**config.mk**
```make
export PLATFORM = sky130hd
export DESIGN_NAME = uart_rx_ctrl_flat
export DESIGN_NICKNAME = d
export VERILOG_FILES = /design/src/rtl/uart_rx_pkg.sv /design/src/rtl/uart_rx_ctrl_if.sv /design/src/rtl/uart_rx_ctrl_edge_bit_counter.sv /design/src/rtl/uart_rx_ctrl.sv /design/src/flat_wrapper.sv
export SDC_FILE = /design/constraint.sdc
export NUM_CORES = 1
export LEC_CHECK = 0
export CORE_ASPECT_RATIO = 1.25
export CORE_UTILIZATION = 25
export DETAILED_ROUTE_END_ITERATION = 7
export GPL_ROUTABILITY_DRIVEN = 1
export SLEW_MARGIN = 20
export SYNTH_ARGS = -nofsm -noshare
export SYNTH_HDL_FRONTEND = slang
export SYNTH_SLANG_ARGS = --single-unit
```
**constraint.sdc**
```tcl
create_clock -name clk -period 7 [get_ports clk]
set_input_delay 1.05 -clock clk [delete_from_list [all_inputs] [get_ports clk]]
set_output_delay 1.05 -clock clk [all_outputs]
set_load 0.02 [all_outputs]
```
**src/rtl/uart_rx_pkg.sv**
```systemverilog
// Shared definitions for the UART receiver: FSM state encoding and counter sizing.
package uart_rx_pkg;

    typedef enum logic [2:0] {
        IDLE   = 3'd0,
        START  = 3'd1,
        DATA   = 3'd2,
        PARITY = 3'd3,
        STOP   = 3'd4
    } rx_state_t;

    localparam int BIT_CNT_W    = 4;
    localparam int PRESCALE_MIN = 4;

endpackage

```
**src/rtl/uart_rx_ctrl_if.sv**
```systemverilog
// Control bundle between the RX line/checkers and the receiver sequencing FSM.
interface uart_rx_ctrl_if #(
    parameter int Prescale_width = 6
);
    logic                                 RX_IN;
    logic                                 PAR_EN;
    logic [Prescale_width-1:0]            Prescale;
    logic                                 strt_glitch;
    logic                                 par_err;
    logic                                 stp_err;
    logic [Prescale_width-1:0]            edge_cnt;
    logic [uart_rx_pkg::BIT_CNT_W-1:0]    bit_cnt;
    logic                                 dat_samp_en;
    logic                                 deser_en;
    logic                                 strt_chk_en;
    logic                                 par_chk_en;
    logic                                 stp_chk_en;
    logic                                 data_valid;
    logic                                 frame_err;

    modport master (
        output RX_IN, PAR_EN, Prescale, strt_glitch, par_err, stp_err,
        input  edge_cnt, bit_cnt, dat_samp_en, deser_en, strt_chk_en,
               par_chk_en, stp_chk_en, data_valid, frame_err
    );

    modport slave (
        input  RX_IN, PAR_EN, Prescale, strt_glitch, par_err, stp_err,
        output edge_cnt, bit_cnt, dat_samp_en, deser_en, strt_chk_en,
               par_chk_en, stp_chk_en, data_valid, frame_err
    );

endinterface

```
**src/rtl/uart_rx_ctrl_edge_bit_counter.sv**
```systemverilog
// Oversample (edge) and frame-bit counters with the per-frame prescale latch.
module edge_bit_counter
    import uart_rx_pkg::*;
#(
    parameter int PRESCALE_W = 6
) (
    input  logic                  clk,
    input  logic                  reset_n,
    input  logic                  i_en,
    input  logic                  i_latch,
    input  logic [PRESCALE_W-1:0] i_prescale,
    output logic [PRESCALE_W-1:0] o_edge_cnt,
    output logic [BIT_CNT_W-1:0]  o_bit_cnt,
    output logic                  o_bit_end
);

    logic [PRESCALE_W-1:0] r_pre;
    logic [PRESCALE_W-1:0] r_edge_cnt;
    logic [BIT_CNT_W-1:0]  r_bit_cnt;
    logic [PRESCALE_W-1:0] w_pre_even;
    logic [PRESCALE_W-1:0] w_pre_nxt;

    // Even-ised, floor-clamped prescale captured at frame start
    always_comb begin
        w_pre_even = {i_prescale[PRESCALE_W-1:1], 1'b0};
        if (w_pre_even < PRESCALE_W'(PRESCALE_MIN)) begin
            w_pre_nxt = PRESCALE_W'(PRESCALE_MIN);
        end else begin
            w_pre_nxt = w_pre_even;
        end
    end

    assign o_bit_end  = (r_edge_cnt == (r_pre - PRESCALE_W'(1)));
    assign o_edge_cnt = r_edge_cnt;
    assign o_bit_cnt  = r_bit_cnt;

    // Counters clear whenever the frame is not running so IDLE always reads zero
    always_ff @(posedge clk or negedge reset_n) begin
        if (!reset_n) begin
            r_pre      <= PRESCALE_W'(PRESCALE_MIN);
            r_edge_cnt <= '0;
            r_bit_cnt  <= '0;
        end else if (i_latch) begin
            r_pre      <= w_pre_nxt;
            r_edge_cnt <= '0;
            r_bit_cnt  <= '0;
        end else if (!i_en) begin
            r_edge_cnt <= '0;
            r_bit_cnt  <= '0;
        end else if (o_bit_end) begin
            r_edge_cnt <= '0;
            r_bit_cnt  <= r_bit_cnt + BIT_CNT_W'(1);
        end else begin
            r_edge_cnt <= r_edge_cnt + PRESCALE_W'(1);
        end
    end

endmodule

```
**src/rtl/uart_rx_ctrl.sv**
```systemverilog
// UART receiver sequencing FSM: steps start/data/parity/stop, drives datapath enables
// and the per-frame data_valid / frame_err strobes.
module uart_rx_ctrl
    import uart_rx_pkg::*;
#(
    parameter int DATA_width     = 8,
    parameter int Prescale_width = 6
) (
    input  logic           clk,
    input  logic           reset_n,
    uart_rx_ctrl_if.slave  rx_if
);

    rx_state_t                 r_state;
    rx_state_t                 w_state_nxt;
    logic                      w_bit_end;
    logic                      w_latch;
    logic                      w_cnt_en;
    logic                      w_last_data;
    logic [Prescale_width-1:0] w_edge_cnt;
    logic [BIT_CNT_W-1:0]      w_bit_cnt;
    logic                      r_err_lat;
    logic                      r_dat_samp_en;
    logic                      r_deser_en;
    logic                      r_strt_chk_en;
    logic                      r_par_chk_en;
    logic                      r_stp_chk_en;
    logic                      r_data_valid;
    logic                      r_frame_err;

    edge_bit_counter #(
        .PRESCALE_W (Prescale_width)
    ) u_edge_bit_counter (
        .clk        (clk),
        .reset_n    (reset_n),
        .i_en       (w_cnt_en),
        .i_latch    (w_latch),
        .i_prescale (rx_if.Prescale),
        .o_edge_cnt (w_edge_cnt),
        .o_bit_cnt  (w_bit_cnt),
        .o_bit_end  (w_bit_end)
    );

    assign w_last_data = (w_bit_cnt == BIT_CNT_W'(DATA_width));

    // Next-state decode; transitions out of a bit happen only at its last oversample
    always_comb begin
        w_state_nxt = r_state;
        case (r_state)
            IDLE: begin
                if (!rx_if.RX_IN) begin
                    w_state_nxt = START;
                end else begin
                    w_state_nxt = IDLE;
                end
            end
            START: begin
                if (w_bit_end) begin
                    w_state_nxt = rx_if.strt_glitch ? IDLE : DATA;
                end else begin
                    w_state_nxt = START;
                end
            end
            DATA: begin
                if (w_bit_end && w_last_data) begin
                    w_state_nxt = rx_if.PAR_EN ? PARITY : STOP;
                end else begin
                    w_state_nxt = DATA;
                end
            end
            PARITY: begin
                if (w_bit_end) begin
                    w_state_nxt = STOP;
                end else begin
                    w_state_nxt = PARITY;
                end
            end
            STOP: begin
                if (w_bit_end) begin
                    w_state_nxt = IDLE;
                end else begin
                    w_state_nxt = STOP;
                end
            end
            default: begin
                w_state_nxt = IDLE;
            end
        endcase
    end

    // Counting stops in the same cycle the FSM heads back to IDLE
    assign w_latch  = (r_state == IDLE) && (w_state_nxt == START);
    assign w_cnt_en = (r_state != IDLE) && (w_state_nxt != IDLE);

    // State register, error latch and registered enables/strobes
    always_ff @(posedge clk or negedge reset_n) begin
        if (!reset_n) begin
            r_state       <= IDLE;
            r_err_lat     <= 1'b0;
            r_dat_samp_en <= 1'b0;
            r_deser_en    <= 1'b0;
            r_strt_chk_en <= 1'b0;
            r_par_chk_en  <= 1'b0;
            r_stp_chk_en  <= 1'b0;
            r_data_valid  <= 1'b0;
            r_frame_err   <= 1'b0;
        end else begin
            r_state       <= w_state_nxt;
            r_dat_samp_en <= (w_state_nxt != IDLE);
            r_deser_en    <= (w_state_nxt == DATA);
            r_strt_chk_en <= (w_state_nxt == START);
            r_par_chk_en  <= (w_state_nxt == PARITY);
            r_stp_chk_en  <= (w_state_nxt == STOP);
            r_data_valid  <= 1'b0;
            r_frame_err   <= 1'b0;
            if ((r_state == PARITY) && w_bit_end) begin
                r_err_lat <= r_err_lat | rx_if.par_err;
            end
            if ((r_state == STOP) && w_bit_end) begin
                r_err_lat <= 1'b0;
                if (r_err_lat || rx_if.stp_err) begin
                    r_frame_err <= 1'b1;
                end else begin
                    r_data_valid <= 1'b1;
                end
            end
        end
    end

    assign rx_if.edge_cnt    = w_edge_cnt;
    assign rx_if.bit_cnt     = w_bit_cnt;
    assign rx_if.dat_samp_en = r_dat_samp_en;
    assign rx_if.deser_en    = r_deser_en;
    assign rx_if.strt_chk_en = r_strt_chk_en;
    assign rx_if.par_chk_en  = r_par_chk_en;
    assign rx_if.stp_chk_en  = r_stp_chk_en;
    assign rx_if.data_valid  = r_data_valid;
    assign rx_if.frame_err   = r_frame_err;

endmodule
```
**src/flat_wrapper.sv**
```systemverilog
// flat-port wrapper written by rule: the top's interface ports become plain ports
module uart_rx_ctrl_flat import uart_rx_pkg::*;
#(
    parameter int DATA_width     = 8,
    parameter int Prescale_width = 6
)
  (clk, reset_n, rx_if_RX_IN, rx_if_PAR_EN, rx_if_Prescale, rx_if_strt_glitch, rx_if_par_err, rx_if_stp_err, rx_if_edge_cnt, rx_if_bit_cnt, rx_if_dat_samp_en, rx_if_deser_en, rx_if_strt_chk_en, rx_if_par_chk_en, rx_if_stp_chk_en, rx_if_data_valid, rx_if_frame_err);
  uart_rx_ctrl_if #(.Prescale_width(Prescale_width)) rx_if_i ();
  input  logic clk;
  input  logic reset_n;
  input wire logic [$bits(rx_if_i.RX_IN)-1:0] rx_if_RX_IN;
  input wire logic [$bits(rx_if_i.PAR_EN)-1:0] rx_if_PAR_EN;
  input wire logic [$bits(rx_if_i.Prescale)-1:0] rx_if_Prescale;
  input wire logic [$bits(rx_if_i.strt_glitch)-1:0] rx_if_strt_glitch;
  input wire logic [$bits(rx_if_i.par_err)-1:0] rx_if_par_err;
  input wire logic [$bits(rx_if_i.stp_err)-1:0] rx_if_stp_err;
  output wire logic [$bits(rx_if_i.edge_cnt)-1:0] rx_if_edge_cnt;
  output wire logic [$bits(rx_if_i.bit_cnt)-1:0] rx_if_bit_cnt;
  output wire logic [$bits(rx_if_i.dat_samp_en)-1:0] rx_if_dat_samp_en;
  output wire logic [$bits(rx_if_i.deser_en)-1:0] rx_if_deser_en;
  output wire logic [$bits(rx_if_i.strt_chk_en)-1:0] rx_if_strt_chk_en;
  output wire logic [$bits(rx_if_i.par_chk_en)-1:0] rx_if_par_chk_en;
  output wire logic [$bits(rx_if_i.stp_chk_en)-1:0] rx_if_stp_chk_en;
  output wire logic [$bits(rx_if_i.data_valid)-1:0] rx_if_data_valid;
  output wire logic [$bits(rx_if_i.frame_err)-1:0] rx_if_frame_err;
  assign rx_if_i.RX_IN = rx_if_RX_IN;
  assign rx_if_i.PAR_EN = rx_if_PAR_EN;
  assign rx_if_i.Prescale = rx_if_Prescale;
  assign rx_if_i.strt_glitch = rx_if_strt_glitch;
  assign rx_if_i.par_err = rx_if_par_err;
  assign rx_if_i.stp_err = rx_if_stp_err;
  assign rx_if_edge_cnt = rx_if_i.edge_cnt;
  assign rx_if_bit_cnt = rx_if_i.bit_cnt;
  assign rx_if_dat_samp_en = rx_if_i.dat_samp_en;
  assign rx_if_deser_en = rx_if_i.deser_en;
  assign rx_if_strt_chk_en = rx_if_i.strt_chk_en;
  assign rx_if_par_chk_en = rx_if_i.par_chk_en;
  assign rx_if_stp_chk_en = rx_if_i.stp_chk_en;
  assign rx_if_data_valid = rx_if_i.data_valid;
  assign rx_if_frame_err = rx_if_i.frame_err;
  uart_rx_ctrl #(.DATA_width(DATA_width), .Prescale_width(Prescale_width)) u_core (.clk(clk), .reset_n(reset_n), .rx_if(rx_if_i));
endmodule
```
==> results of run 1 <==
## cell type report
type | count | area share, %
clock buffers | 4 | 3.168
inverters | 11 | 2.376
multi-input cells | 82 | 35.93
flip-flops and latches | 26 | 37.51
well taps | 62 | 4.464
repair buffers | 29 | 16.56
## stage by stage
stage	hold slack (ns)	utilization (%)
final	0.5090	33.97
after global routing	0.5594	33.97
after CTS	0.5154	33.97
after detailed placement	0.5000	32.89
after global placement	0.4941	32.89
after floorplan	0.4538	-
## synth_stat cells, drive strengths merged
master   instances
a2111oi          1
a21oi            3
a221oi           1
a22o             2
a41oi            1
and2             2
and3             1
and3b            1
buf              1
clkbuf           3
dfrtp           25
dfstp            1
ha               4
inv             11
mux2             3
mux2i            2
nand2            5
nand3            4
nand3b           1
nor2            14
nor3             9
nor4             4
nor4b            1
o2111ai          1
o21a             1
o21ai            4
o21ba            1
o31ai            1
or2              1
xnor2            9
xor2             5
## path summary, 6_finish.rpt
check	endpoint	slack, ns	depth (start not counted)
worst max-delay path	u_core.u_edge_bit_counter.o_bit_cnt[2]$_DFFE_PN0P_	4.24	8
worst min-delay path	u_core.rx_if.data_valid$_DFF_PN0_	0.51	1
worst max register to register	u_core.u_edge_bit_counter.o_bit_cnt[2]$_DFFE_PN0P_	4.24	8
worst min register to register	u_core.rx_if.data_valid$_DFF_PN0_	0.51	1
max in group asynchronous	u_core.u_edge_bit_counter.r_pre[2]$_DFFE_PN1N_	5.57	2
min in group asynchronous	u_core.u_edge_bit_counter.o_edge_cnt[3]$_DFF_PN0_	1.14	2
## power breakdown
group / internal [mW] / switching (mW) / total (mW)
Combinational: 0.143 / 0.155 / 0.298
Clock: 0.0503 / 0.0487 / 0.0990
Sequential: 0.199 / 0.0584 / 0.257
## cell families after synthesis
logic type,count (synthesis)
buf+inv,15
compound gates,16
flops,26
simple gates,43
mux,5
fa+ha+maj,4
xor+xnor,14
## state kept, by name, indices dropped and copies added (netlist names)
signal / flops
u_core.rx_if.deser_en: 1
u_core.r_err_lat: 1
u_core.u_edge_bit_counter.o_edge_cnt: 6
u_core.u_edge_bit_counter.o_bit_cnt: 4
u_core.rx_if.stp_chk_en: 1
u_core.u_edge_bit_counter.r_pre: 5
u_core.rx_if.dat_samp_en: 1
u_core.r_state: 3
u_core.rx_if.data_valid: 1
u_core.rx_if.par_chk_en: 1
u_core.rx_if.frame_err: 1
u_core.rx_if.strt_chk_en: 1
## layer usage
layer | wire, um | track usage [%] | part of all wire (%) | up-vias
met1 | 1161 | 12.63 | 44 | 456
met4 | 16 | 1.741 | 0.61 | 0
met2 | 1297 | 17.64 | 50 | 22
met3 | 138 | 3.279 | 5.3 | 2
li1 | - | - | - | 478
met5 | 0 | 0 | 0 | -
==> results.toml, run 1 <==
[clocking]
cts.hold.buffers_added = 0
cts_tree = "done"
post_cts_resized = 0
cts_buffers = 3
clockBufferDepth = 2
htree_levels = 1
cts.sinks = 26
cts_setup_buffers = 0
clkTransAtPathRegs_ns = 0.09
clk-insertion-delay-late_ns = 0.27
cts_root_buffer = "clkbuf_8"

[floorplanning]
start_util_pct = 26.19
die-area_sq_mm = 0.005659
fp.dieH_um = 83.86
io_pins = 30
rows = 29
core_sq_mm = 0.005116
die_w_um = 67.49

[global_route]
grt_antenna_before_repair = 0
grt-ovfl-total = 0
grt_pass1_vias = 1015
grt_start_max_net_pins = 27
track_usage_pct = 10.39
grt_pass1_wl_um = 4554

[synthesis]
synth_mux_area_share_pct = 4.295
synth_warnings = 0
synth_xor_area_share_pct = 9.150
syn-num-nets = 140
synth_top_family_by_area = "simple AND/OR/NAND/NOR gates"
synth_largest_area_cell = "dfrtp_1"
yosys.area_share.simple_pct = 17.83
syn_area_sq_mm = 0.001340
postSynthCellCount = 123
ys_ff_latch = 26
synth-adder-area-share_pct = 3.735
synth_cell_types = 35
synth_compound_area_share_pct = 11.58
synth_area_leaders = "dfrtp_1 (47%), xnor2_1 (5.9%), nor2_1 (3.9%), ha_1 (3.7%), nor3_1 (3.4%)"
yosysSeqAreaShare_pct = 48.65
synth_top_area_share_pct = 46.69
avgSynthCellArea_sq_um = 10.89

[flow_run]
maxCapViolCount = 0

[placed_design]
io_buffers = 28
place.gp.congestion = 0.7471
dp_slack_ns = 3.970
placed_cells = 210
placed_area_sq_mm = 0.001683
hpwl_um = 1924

[timing]
worst_slack_ns = 4.235
slew_violations = 0
setup_tns_ns = 0
fin_crit_ns = 2.765
worst_clock_skew_ns = 0.003044
rsz0062_at_grt = "no"
max_freq_ghz = 0.3617
slew-limit-headroom_pct = 45.82
hold_viol = 0
period_share_pct = 39.50
final-setup-viol-count = 0
worstMarginPinSlew_ns = 0.8059

[worst_setup_path]
crit_path_start = "u_core.u_edge_bit_counter.r_pre[2]$_DFFE_PN1N_"
arrival_ns = 2.90
r2r_start = "u_core.u_edge_bit_counter.r_pre[2]$_DFFE_PN1N_"
crit_chain = "inv_1, ha_1, o21ba_1, a221oi_2, o2111ai_4, mux2i_2, a2111oi_4, nor3_1"
crit_fanout = 17
critical_path_class = "reg2reg"
cp_data_required_time_ns = 7.14
critPathCaptureType = "register"
slowest_delay_ns = 0.54
worst_setup_path_start_kind = "register"
cp_slowest_cell = "dfstp_2"
path_buf_inv = 1
path_delay_family = "compound AO/OA/AOI/OAI gates"

[layout]
final_common_cell = "clkdlybuf4s50_1"
seqCellArea_sq_um = 651.9
fillers = 503
final_area_sq_mm = 0.001738
areaGrowthSynthToFinish_pct = 29.69
fin_nets = 170
layoutNonFillerInstCount = 214
drive_above_1_share_pct = 11.84
n_antenna_cell = 0
layout_common_cells = "clkdlybuf4s50_1 (28), dfrtp_1 (25), nor2_1 (14), inv_1 (10)"
multi_input_area_sq_um = 624.3

[power_and_ir_drop]
power_mw = 0.6538
cellLeakagePower_nw = 0.7110
peakVddDrop_v = 0.0001814
power_density_mw_per_mm2 = 376.2

[drt]
totalWireLength_um = 2614
via_per_inst = 4.477
wire_per_inst_um = 12.21
ant_nets = 0
dr.pass1.iters = 3
via_count = 958
first_iter_violations = 21
drc = 0

[min_path]
holdCritStartpoint = "u_core.r_err_lat$_DFFE_PN0P_"
hold_class = "reg2reg"

[outcome]
outcome = "complete, no violations"
Power figures use the tool's default switching activity.
==> run 2, diff against run 1 <==
Clock period 7 ns to 2.8 ns, I/O delays scaled along.
==> run 2 against run 1 <==
Hold slack worse by 0.011 ns. Total power increased to 2.6 times the previous value. Non-clock buffer count increased by 2. Critical endpoint is now u_core.u_edge_bit_counter.o_bit_cnt[3]$_DFFE_PN0P_. Largest power group unchanged.
==> results.toml, run 2 (synthesis gave the netlist of run 1 again) <==
[global_route]
grt_start_max_net_pins = 27
grt-ovfl-total = 0
grt_pass1_vias = 963
grt_pass1_wl_um = 4678
track_usage_pct = 10.94
grt_antenna_before_repair = 0

[clocking]
cts_setup_buffers = 0
clkTransAtPathRegs_ns = 0.09
cts.sinks = 26
clockBufferDepth = 2
cts_buffers = 3
clk-insertion-delay-late_ns = 0.28
post_cts_resized = 0
cts_root_buffer = "clkbuf_8"
htree_levels = 1
cts_tree = "done"
cts.hold.buffers_added = 0

[layout]
n_antenna_cell = 0
areaGrowthSynthToFinish_pct = 32.03
drive_above_1_share_pct = 12.99
fillers = 528
final_area_sq_mm = 0.001769
final_common_cell = "clkdlybuf4s50_1"
layout_common_cells = "clkdlybuf4s50_1 (28), dfrtp_1 (25), nor2_1 (14), inv_1 (10)"
fin_nets = 172
largest_reg_flops = 6

[placed_design]
placed_area_sq_mm = 0.001698
hpwl_um = 1958
place.gp.congestion = 0.7376
io_buffers = 28

[floorplanning]
die_w_um = 67.49
io_pins = 30
rows = 29
die-area_sq_mm = 0.005659
fp.dieH_um = 83.86
start_util_pct = 26.19
core_sq_mm = 0.005116

[timing]
hold_viol = 0
slew-limit-headroom_pct = 63.07
worstMarginPinSlew_ns = 0.5498
slew_violations = 0
fin_crit_ns = 2.494
worst_clock_skew_ns = 0.002008
setup_tns_ns = 0
final-setup-viol-count = 0
rsz0062_at_grt = "no"
period_share_pct = 89.06
max_freq_ghz = 0.4010

[worst_setup_path]
critical_path_class = "reg2reg"
cp_data_required_time_ns = 2.95
critPathCaptureType = "register"
crit_fanout = 6
worst_setup_path_start_kind = "register"
arrival_ns = 2.64

[drt]
drc = 0
first_iter_violations = 33
via_per_inst = 4.509
ant_nets = 0
totalWireLength_um = 2655
wire_per_inst_um = 12.29
via_count = 974
dr.pass1.iters = 4

[outcome]
outcome = "complete, no violations"

[min_path]
hold_class = "in2async"

[power_and_ir_drop]
power_mw = 1.712
cellLeakagePower_nw = 0.7275
power_density_mw_per_mm2 = 967.9
peakVddDrop_v = 0.0004989

[flow_run]
maxCapViolCount = 0
==> run 2: routing by layer <==
layer  vias up  share of wire [%]  GRT usage (%)
li1        483                  -              -
met1       465                 43          13.14
met2        22                 51          18.27
met3         4                4.7          3.415
met4         0               0.94          2.901
met5         -                  0              0
==> run 2: area by class of cell <==
cell class | count | area [sq um] | area share, %
sequential | 26 | 651.9 | 36.85
multi-input combinational | 82 | 624.3 | 35.29
timing repair buffer | 31 | 302.8 | 17.11
tap | 62 | 77.57 | 4.385
clock buffer | 3 | 41.29 | 2.334
inverter | 11 | 41.29 | 2.334
clock inverter | 1 | 30.03 | 1.697
==> run 2: worst paths after layout <==
check | from | endpoint | slack (ns) | cells after the start
setup / recovery | u_core.u_edge_bit_counter.r_pre[2]$_DFFE_PN1N_ | u_core.u_edge_bit_counter.o_bit_cnt[3]$_DFFE_PN0P_ | 0.31 | 8
hold / removal | reset_n | u_core.u_edge_bit_counter.o_edge_cnt[2]$_DFF_PN0_ | 0.50 | 2
setup reg to reg | u_core.u_edge_bit_counter.r_pre[2]$_DFFE_PN1N_ | u_core.u_edge_bit_counter.o_bit_cnt[3]$_DFFE_PN0P_ | 0.31 | 8
hold reg to reg | u_core.r_err_lat$_DFFE_PN0P_ | u_core.rx_if.data_valid$_DFF_PN0_ | 0.52 | 1
max in group asynchronous | reset_n | u_core.u_edge_bit_counter.r_pre[2]$_DFFE_PN1N_ | 1.99 | 2
min in group clk | u_core.r_err_lat$_DFFE_PN0P_ | u_core.rx_if.data_valid$_DFF_PN0_ | 0.52 | 1
==> run 2: where the power goes <==
part           internal, mW  switching [mW]
clock network         0.192           0.128
logic                 0.363           0.386
registers             0.497           0.146
total                  1.05           0.661
==> run 2: worst max-delay path: stages, from the launching register on <==
cell and delay (ns):
dfstp_2 0.54, inv_1 0.04, ha_1 0.22, o21ba_1 0.19
a221oi_2 0.33, o2111ai_4 0.18, mux2i_2 0.24, a2111oi_4 0.51
nor3_1 0.10
==> run 2: metrics by stage <==
step / setup slack [ns] / util (%) / hold WS, ns / instances
finish: 0.3064 / 34.58 / 0.4976 / 216
global route: 0.1706 / 34.58 / 0.5293 / 216
CTS: 0.2737 / 34.58 / 0.5182 / 216
detailed placement: 0.2940 / 33.19 / 0.5026 / 212
global placement: 0.3138 / 33.19 / 0.4936 / 212
floorplan: 0.3794 / - / 0.1244 / 123
==> run 3, diff against run 2 <==
Settings changed: CTS_BUF_LIST set to sky130_fd_sc_hd__clkbuf_4.
==> run 3 against run 2 <==
Global-route usage down 0.083 points. Sequential cell count is the same. Critical path depth unchanged. Non-clock buffer count stayed put. Clock skew increased by 0.0055 ns. Sequential share of layout area increased by 0.40 points. Clock power down 17%. Die area unchanged.
==> results.toml, run 3 (synthesis gave the netlist of run 1 again) <==
[floorplanning]
rows = 29
die_w_um = 67.49
core_sq_mm = 0.005116
start_util_pct = 26.19
io_pins = 30
die-area_sq_mm = 0.005659
fp.dieH_um = 83.86

[power_and_ir_drop]
p_comb_share_pct = 45.2
p_switching_mw = 0.6521
power_density_mw_per_mm2 = 946.1
cellLeakagePower_nw = 0.7197
p_int_mw = 1.004
peakVddDrop_v = 0.0004587
power_mw = 1.656
clkPwrFrac_pct = 16.0
swShare_pct = 39.37
seqPwrFrac_pct = 38.8

[clocking]
post_cts_resized = 0
cts_tree = "done"
clk-insertion-delay-late_ns = 0.33
cts_setup_buffers = 0
clockBufferDepth = 2
cts.sinks = 26
cts_buffers = 3
cts_root_buffer = "clkbuf_4"
clkTransAtPathRegs_ns = 0.15
cts.hold.buffers_added = 0
htree_levels = 1

[placed_design]
place.gp.congestion = 0.7376
io_buffers = 28
dp_slack_ns = 0.2940
hpwl_um = 1958

[timing]
rsz0062_at_grt = "no"
worstMarginPinSlew_ns = 0.5421
slew_violations = 0
max_freq_ghz = 0.3997
final-setup-viol-count = 0
worst_slack_ns = 0.2983
hold_viol = 0
slew-limit-headroom_pct = 63.58
fin_crit_ns = 2.502
setup_tns_ns = 0
period_share_pct = 89.35
worst_clock_skew_ns = 0.007547

[layout]
layout_common_cells = "clkdlybuf4s50_1 (28), dfrtp_1 (25), nor2_1 (14), inv_1 (10)"
fin_util_pct = 34.21
fillers = 536
drive_above_1_share_pct = 12.99
largest_reg_flops = 6
final_common_cell = "clkdlybuf4s50_1"
fin_nets = 172
n_antenna_cell = 0
areaGrowthSynthToFinish_pct = 30.63

[worst_setup_path]
arrival_ns = 2.71
r2r_cells = 8
worst_setup_path_start_kind = "register"
r2r_setup_slack_ns = 0.30
crit_fanout = 6
crit_path_start = "u_core.u_edge_bit_counter.r_pre[2]$_DFFE_PN1N_"
r2r_start = "u_core.u_edge_bit_counter.r_pre[2]$_DFFE_PN1N_"
cp_data_required_time_ns = 3.01
critPathCaptureType = "register"
r2r-end = "u_core.u_edge_bit_counter.o_bit_cnt[3]$_DFFE_PN0P_"
critical_path_class = "reg2reg"

[drt]
wire_per_inst_um = 12.14
drc = 0
via_count = 963
ant_nets = 0
dr.pass1.iters = 4
totalWireLength_um = 2622
via_per_inst = 4.458
first_iter_violations = 50

[outcome]
outcome = "complete, no violations"

[global_route]
grt_pass1_vias = 968
grt_antenna_before_repair = 0
grt-ovfl-total = 0
grt_start_max_net_pins = 27
grt_pass1_wl_um = 4692
track_usage_pct = 10.86

[flow_run]
maxCapViolCount = 0

[min_path]
hold_class = "in2async"
==> run 3: changes by cell type in the layout (fill, tap and decap cells not counted) <==
| cell | before | now |
|---|---|---|
| clkbuf_8 | 3 | 0 |
| clkbuf_4 | 0 | 3 |
==> run 3: critical path: stages (launching register included) <==
cell and delay (ns):
dfstp_2 0.56, inv_1 0.04, ha_1 0.22, o21ba_1 0.19, a221oi_2 0.33, o2111ai_4 0.18, mux2i_2 0.24, a2111oi_4 0.51
nor3_1 0.10
==> run 3: how the worst max path moves through the flow <==
stage	cells after the start	slack [ns]	to
final	8	0.30	u_core.u_edge_bit_counter.o_bit_cnt[3]$_DFFE_PN0P_
after floorplan	8	0.38	u_core.u_edge_bit_counter.o_bit_cnt[0]$_DFFE_PN0P_
after CTS	8	0.27	u_core.u_edge_bit_counter.o_bit_cnt[3]$_DFFE_PN0P_
after global routing	8	0.17	u_core.u_edge_bit_counter.o_bit_cnt[0]$_DFFE_PN0P_
after detailed placement	8	0.29	u_core.u_edge_bit_counter.o_bit_cnt[0]$_DFFE_PN0P_
after global placement	8	0.31	u_core.u_edge_bit_counter.o_bit_cnt[1]$_DFFE_PN0P_
==> run 3: per-layer routing <==
layer	GRT usage (%)	routed length, um
met1	13.32	1147
met2	18.09	1327
met3	3.415	132
met4	2.321	15
met5	0	0
==> run 3: power groups by stage <==
stage	Sequential, mW	Clock, mW	Combinational (mW)
floorplan	0.679	0	0.489
global placement	0.652	0	0.748
detailed placement	0.654	0	0.758
CTS	0.647	0.278	0.760
global route	0.665	0.296	0.830
finish	0.643	0.265	0.749
==> run 3: per-stage QoR <==
stage	hold slack [ns]	std cells	area, sq um
after global placement	0.4936	212	1698
after floorplan	0.1244	123	1340
after detailed placement	0.5026	212	1698
after global routing	0.4427	216	1750
final	0.4341	216	1750
after CTS	0.4396	216	1750
==> run 3: cell type report <==
type                            instances  area (sq um)  share of cell area (%)
Clock buffer                            3         22.52                   1.287
Clock inverter                          1         30.03                   1.716
Inverter                               11         41.29                   2.359
Multi-Input combinational cell         82         624.3                   35.67
Sequential cell                        26         651.9                   37.24
Tap cell                               62         77.57                   4.432
Timing Repair Buffer                   31         302.8                   17.30
